==> config.mk <==
export PLATFORM = sky130hd
export DESIGN_NAME = dac_spi_tx
export DESIGN_NICKNAME = d
export VERILOG_FILES = /design/src/rtl/wavegen_pkg.sv /design/src/rtl/dac_sclk_gen.sv /design/src/rtl/dac_spi_tx.sv
export SDC_FILE = /design/constraint.sdc
export NUM_CORES = 1
export LEC_CHECK = 0
export ABC_AREA = 1
export BUFFER_PORTS_ARGS = -buffer_cell sky130_fd_sc_hd__buf_2
export CORE_MARGIN = 3
export CORE_UTILIZATION = 45
export DETAILED_ROUTE_END_ITERATION = 10
export PLACE_DENSITY_LB_ADDON = 0.12
export SLEW_MARGIN = 20
export SYNTH_ARGS = -nofsm -noshare
export SYNTH_HDL_FRONTEND = slang
export SYNTH_SLANG_ARGS = --single-unit
export TNS_END_PERCENT = 10
==> constraint.sdc <==
create_clock -name clk -period 6.4 [get_ports clk]
set_clock_uncertainty 0.05 [all_clocks]
set_input_delay 0 -clock clk [delete_from_list [all_inputs] [get_ports clk]]
set_output_delay 0 -clock clk [all_outputs]
set_load 0.005 [all_outputs]
==> src/rtl/wavegen_pkg.sv <==
// Shared widths, DAC command nibbles and SPI transmitter state encoding
// for the waveform generator datapath.
package wavegen_pkg;
  localparam int SAMPLE_W = 12;
  localparam int FRAME_W  = 16;
  localparam int CMD_W    = 4;

  localparam logic [CMD_W-1:0] CMD_WRITE_UPDATE_A = 4'b0011;
  localparam logic [CMD_W-1:0] CMD_WRITE_UPDATE_B = 4'b1011;

  typedef enum logic [1:0] {
    ST_IDLE,
    ST_SETUP,
    ST_SHIFT,
    ST_GAP
  } dac_state_t;
endpackage

==> src/rtl/dac_sclk_gen.sv <==
// SCLK timing for the DAC serializer: half-period ticks, rise/fall strobes
// and detection of the final (16th) falling edge of a frame.
module dac_sclk_gen #(
  parameter int CLK_DIV = 4
) (
  input  logic clk,
  input  logic reset,
  input  logic i_en,
  input  logic i_shift,
  output logic o_half_tick,
  output logic o_rise_tick,
  output logic o_fall_tick,
  output logic o_last_fall
);
  localparam logic [7:0] RELOAD = 8'(CLK_DIV - 1);

  logic [7:0] r_cnt;
  logic       r_phase;
  logic [4:0] r_edges;

  assign o_half_tick = i_en && (r_cnt == 8'd0);
  assign o_rise_tick = o_half_tick && i_shift && !r_phase;
  assign o_fall_tick = o_half_tick && i_shift && r_phase;
  assign o_last_fall = o_fall_tick && (r_edges == 5'd16);

  always_ff @(posedge clk or posedge reset) begin
    if (reset) begin
      r_cnt   <= RELOAD;
      r_phase <= 1'b0;
      r_edges <= 5'd0;
    end else begin
      if (!i_en || r_cnt == 8'd0) r_cnt <= RELOAD;
      else                        r_cnt <= r_cnt - 8'd1;
      // phase mirrors the SCLK level; it only runs while shifting
      if (!i_shift)         r_phase <= 1'b0;
      else if (o_half_tick) r_phase <= ~r_phase;
      if (!i_shift)         r_edges <= 5'd0;
      else if (o_rise_tick) r_edges <= r_edges + 5'd1;
    end
  end
endmodule

==> src/rtl/dac_spi_tx.sv <==
// Serializes 12-bit samples to an SPI DAC as {CMD, sample} 16-bit frames,
// with a single-entry pending buffer and frame/overrun counters.
module dac_spi_tx
  import wavegen_pkg::*;
#(
  parameter int                CLK_DIV = 4,
  parameter logic [CMD_W-1:0]  CMD     = CMD_WRITE_UPDATE_A,
  parameter int                CS_GAP  = 2
) (
  input  logic                clk,
  input  logic                reset,
  input  logic [SAMPLE_W-1:0] sample,
  input  logic                sample_valid,
  input  logic                enable,
  output logic                dac_cs_n,
  output logic                dac_sclk,
  output logic                dac_mosi,
  output logic                busy,
  output logic [15:0]         frames_sent,
  output logic [15:0]         overrun_count
);
  dac_state_t          r_state;
  logic [SAMPLE_W-1:0] r_pend_data;
  logic                r_pend_full;
  logic [FRAME_W-1:0]  r_shreg;
  logic [7:0]          r_gap_cnt;
  logic                w_start, w_half_tick, w_rise_tick, w_fall_tick, w_last_fall;
  logic                w_sclk_en, w_shift;

  assign w_start   = (r_state == ST_IDLE) && enable && r_pend_full;
  assign w_sclk_en = (r_state == ST_SETUP) || (r_state == ST_SHIFT);
  assign w_shift   = (r_state == ST_SHIFT);

  dac_sclk_gen #(.CLK_DIV(CLK_DIV)) u_sclk (
    .clk         (clk),
    .reset       (reset),
    .i_en        (w_sclk_en),
    .i_shift     (w_shift),
    .o_half_tick (w_half_tick),
    .o_rise_tick (w_rise_tick),
    .o_fall_tick (w_fall_tick),
    .o_last_fall (w_last_fall)
  );

  // A strobe on the consume cycle refills the buffer without counting an overrun
  always_ff @(posedge clk or posedge reset) begin
    if (reset) begin
      r_pend_data   <= '0;
      r_pend_full   <= 1'b0;
      overrun_count <= 16'd0;
    end else if (sample_valid) begin
      r_pend_data <= sample;
      r_pend_full <= 1'b1;
      if (r_pend_full && !w_start && overrun_count != 16'hFFFF)
        overrun_count <= overrun_count + 16'd1;
    end else if (w_start) begin
      r_pend_full <= 1'b0;
    end
  end

  always_ff @(posedge clk or posedge reset) begin
    if (reset) begin
      r_state     <= ST_IDLE;
      r_shreg     <= '0;
      r_gap_cnt   <= 8'd0;
      dac_cs_n    <= 1'b1;
      dac_sclk    <= 1'b0;
      dac_mosi    <= 1'b0;
      busy        <= 1'b0;
      frames_sent <= 16'd0;
    end else begin
      case (r_state)
        ST_IDLE: if (w_start) begin
          r_shreg  <= {CMD, r_pend_data};
          dac_cs_n <= 1'b0;
          dac_mosi <= CMD[CMD_W-1];
          busy     <= 1'b1;
          r_state  <= ST_SETUP;
        end
        ST_SETUP: if (w_half_tick) r_state <= ST_SHIFT;
        ST_SHIFT: begin
          if (w_rise_tick) dac_sclk <= 1'b1;
          if (w_last_fall) begin
            dac_sclk    <= 1'b0;
            dac_cs_n    <= 1'b1;
            dac_mosi    <= 1'b0;
            frames_sent <= frames_sent + 16'd1;
            r_gap_cnt   <= 8'(CS_GAP - 1);
            r_state     <= ST_GAP;
          end else if (w_fall_tick) begin
            dac_sclk <= 1'b0;
            r_shreg  <= r_shreg << 1;
            dac_mosi <= r_shreg[FRAME_W-2];
          end
        end
        ST_GAP: begin
          if (r_gap_cnt == 8'd0) begin
            r_state <= ST_IDLE;
            busy    <= 1'b0;
          end else begin
            r_gap_cnt <= r_gap_cnt - 8'd1;
          end
        end
        default: r_state <= ST_IDLE;
      endcase
    end
  end
endmodule
==> impl_metrics.yaml <==
run:
  cap_viol_max_count: 0
yosys:
  synthesis.instances: 633
  ys_async_sr_fraction_pct: 100
  ys_dominant_reg_cell: "sky130_fd_sc_hd__dfrtp_1"
  ys_ff_latch: 88
  synth_enable_flop_cells: 0
  synth.area.top_cells: "sky130_fd_sc_hd__dfrtp_1, sky130_fd_sc_hd__nand2_1, sky130_fd_sc_hd__inv_1, sky130_fd_sc_hd__nand3_1, sky130_fd_sc_hd__nor2_1"
  synth_most_common_cell: "sky130_fd_sc_hd__nand2_1"
  synth.top_cells.by_count: "sky130_fd_sc_hd__nand2_1, sky130_fd_sc_hd__dfrtp_1, sky130_fd_sc_hd__inv_1"
  yosysTopAreaCell: "sky130_fd_sc_hd__dfrtp_1"
  postSynthAreaPerCell_um2: 7.62
  synth_fp_nets: 661
  synth_seq_area_share_pct: 45.7
  netlist.area_leader.share_pct: 44.1
  synth.cell_area_um2: 4820
  yosysWarningCount: 0
  netlist-cell-type-count: 35
power_and_ir_drop:
  pwr-share-seq_pct: 39.3
  net-switching-power_w: 0.000833
  vdd.ir_drop.worst_uv: 208
  p_leak_nw: 2.82
  power.total_w: 0.00202
  cell_internal_pwr_w: 0.00119
  power_density_nw_per_um2: 361
  power_switching_share_pct: 41.2
  share_clk_of_total_power_pct: 21.5
  power.share.combinational_pct: 39.2
cts:
  clk_pin_slew_worst_paths_ns: 0.09
  insertion_delay_ns: 0.36
  postCtsSetupRepairBufs: 0
  cts_sinks: 88
  cts_inserted_buffers: 9
  cts_root_buffer: "sky130_fd_sc_hd__clkbuf_8"
  htree_num_levels: 3
  cts_tree: "done"
  cts_max_path_buffers: 2
layout:
  finish.instance_area_um2: 5600
  number_of_nets_in_the_layout: 731
  drive_above_1_share_pct: 13.0
  antenna_cells: 0
  finalCoreUtilization_pct: 54.0
  syn2layout_area_growth_pct: 16.1
timing:
  clock.fmax_ghz: 0.347
  headroom_to_the_max_slew_limit_pct: 29.7
  rsz_0062_raised_after_global_routing: "false"
  tightestPinTransition_ns: 1.05
  post-route-min-period_ns: 2.88
  finalSetupTns_ns: 0
  timing_max_transition_violations_final: 0
  timing_hold_violations_final: 0
  setup_viol: 0
  setup_ws_ns: 3.52
  part_of_the_cycle_the_worst_path_needs_pct: 45.0
die:
  chipHeight_um: 110
  coreArea_um2: 10400
  ioPinCount: 52
  initial_utilization_pct: 46.5
  fp.dieArea_um2: 12000
  std_cell_rows: 37
  die_w_um: 110
worst_setup_path:
  worst_path_largest_cell_delay_ns: 0.86
  wp_buf_inv: 2
  critPathLaunchType: "flip-flop"
  cells_along_the_critical_path: "inv_1 -> ha_1 -> nand2_1 -> inv_1 -> nand4_4 -> nand2_2 -> nand2_2 -> nand2_1 -> nand2_1"
  crit_path_max_fanout: 32
  critical_path.most_common_cell: "sky130_fd_sc_hd__nand2_1"
  timing.critical_path.to_type: "flip-flop"
  category_of_the_most_critical_setup_path: "flip-flop to flip-flop"
  r2r.worst_path.cells: 9
  crit_path_max_delay_cell_type: "sky130_fd_sc_hd__ha_1"
  cp_num_cells: 9
  cpLargestDelayFamily: "simple AND/OR/NAND/NOR gates"
  required_worst_endpoint_ns: 6.61
  crit_path_dat_ns: 3.09
global_routing:
  grt.overflow.total: 0
  globalRouteTotalUtil_pct: 17.8
  grt_max_degree: 80
  grt_antenna_before_repair: 0
  wire_length_of_the_first_global_routing_pass_mm: 17.1
  first_global_vias: 3778
placement:
  placed_area_um2: 5150
  detailedPlace.worstSlack_ns: 3.50
  port_buffers: 51
  place.gp.congestion: 0.856
  dp_hpwl_mm: 6.94
worst_hold_path:
  min_path_type: "input pin to flip-flop"
  worstHoldPathCells: 3
routing:
  dr.pass1.iters: 4
  route.detailed.wl_per_inst_um: 11.7
  post-route-drc-count: 0
  antenna_violating_nets_post_route: 0
  vias: 4088
  routed_via_density: 4.84
  drt_iter0_drc: 152
  finalWirelength_mm: 9.90
status:
  run_status: "complete, no violations"
[metrics by stage]
stage               instances  hold WS [ns]
floorplan                 633        0.0573
global placement          806        -0.143
detailed placement        806        -0.144
CTS                       844       0.00176
global route              844        0.0275
finish                    844       0.00963
[tightest hold or removal path: stages]
cell                      delay (ns)
sky130_fd_sc_hd__buf_2          0.22
sky130_fd_sc_hd__nand2_1        0.10
sky130_fd_sc_hd__o21ai_0        0.06
[power by group through the flow]
stage	Clock [W]	Sequential, W	Combinational [W]
after floorplan	0	0.000784	0.000648
after global placement	0	0.000802	0.000767
after detailed placement	0	0.000804	0.000789
after CTS	0.000452	0.000794	0.000803
after global routing	0.000474	0.000815	0.000928
final	0.000435	0.000795	0.000794
[path summary, 6_finish.rpt]
| path | endpoint | start | slack [ns] |
|---|---|---|---|
| min in group asynchronous | overrun_count[5] | reset | 0.03 |
| max | r_gap_cnt[1] | r_state[0] | 3.52 |
| min reg2reg | u_sclk.r_cnt[0] | u_sclk.r_cnt[0] | 0.41 |
| min | r_pend_data[10] | sample_valid | 0.01 |
| max reg2reg | r_gap_cnt[1] | r_state[0] | 3.52 |
| max in group asynchronous | r_pend_data[10] | reset | 5.36 |
[flip-flops by register name (all words and copies together) (netlist names)]
signal / flops
u_sclk.r_phase: 1
r_pend_data: 12
r_gap_cnt: 8
busy: 1
r_pend_full: 1
dac_cs_n: 1
u_sclk.r_cnt: 8
frames_sent: 16
overrun_count: 16
u_sclk.r_edges: 5
r_shreg: 15
dac_mosi: 1
dac_sclk: 1
r_state: 2
[per-layer routing]
layer  wire (µm)  global-route usage [%]  vias to the layer above
met5           0                       0                        -
met2        4490                    27.6                       54
li1            -                       -                     2130
met3         269                    2.76                       17
met4         206                    7.66                        0
met1        4940                    24.7                     1887
[placed cells by master, fill, tap and decap left out, drive strengths merged]
cell type    count
nand2          222
dfrtp           85
inv             71
nor2            66
buf             52
o21ai           50
nand3           48
dlygate4sd3     22
xor2            14
ha              12
nor3            12
nand4           11
clkbuf          10
xnor2            8
a21oi            7
nand3b           3
or2              3
clkinvlp         3
dfstp            3
bufinv           2
o211ai           1
clkinv           1
o22ai            1
a21boi           1
[final cells by class]
class / instances / area [µm²]
clock buffer: 10 / 138
sequential: 88 / 2210
timing repair buffer: 74 / 487
clock inverter: 6 / 91.3
inverter: 71 / 268
multi-input combinational: 459 / 2240
fill: 1022 / 4770
tap: 136 / 170
[cell families (layout without fill, tap and decap cells)]
group | count (synthesis) | count (layout) | share of synthesized area (%)
adders and majority gates | 12 | 12 | 3.11
DFF | 88 | 88 | 45.7
and+or+nand+nor | 365 | 365 | 32.9
AOI/OAI and AO/OA | 60 | 60 | 6.43
buffers and inverters | 86 | 161 | 7.78
xor gates and xnor gates | 22 | 22 | 3.99
[what timing repair did]
item | CTS | global route
setup endpoints to repair | 0 | 0
resized for setup | 0 | 0
endpoints found under the hold margin | 22 | 0
hold buffers | 22 | 0
No activity file was read; power rests on OpenSTA's default activity.
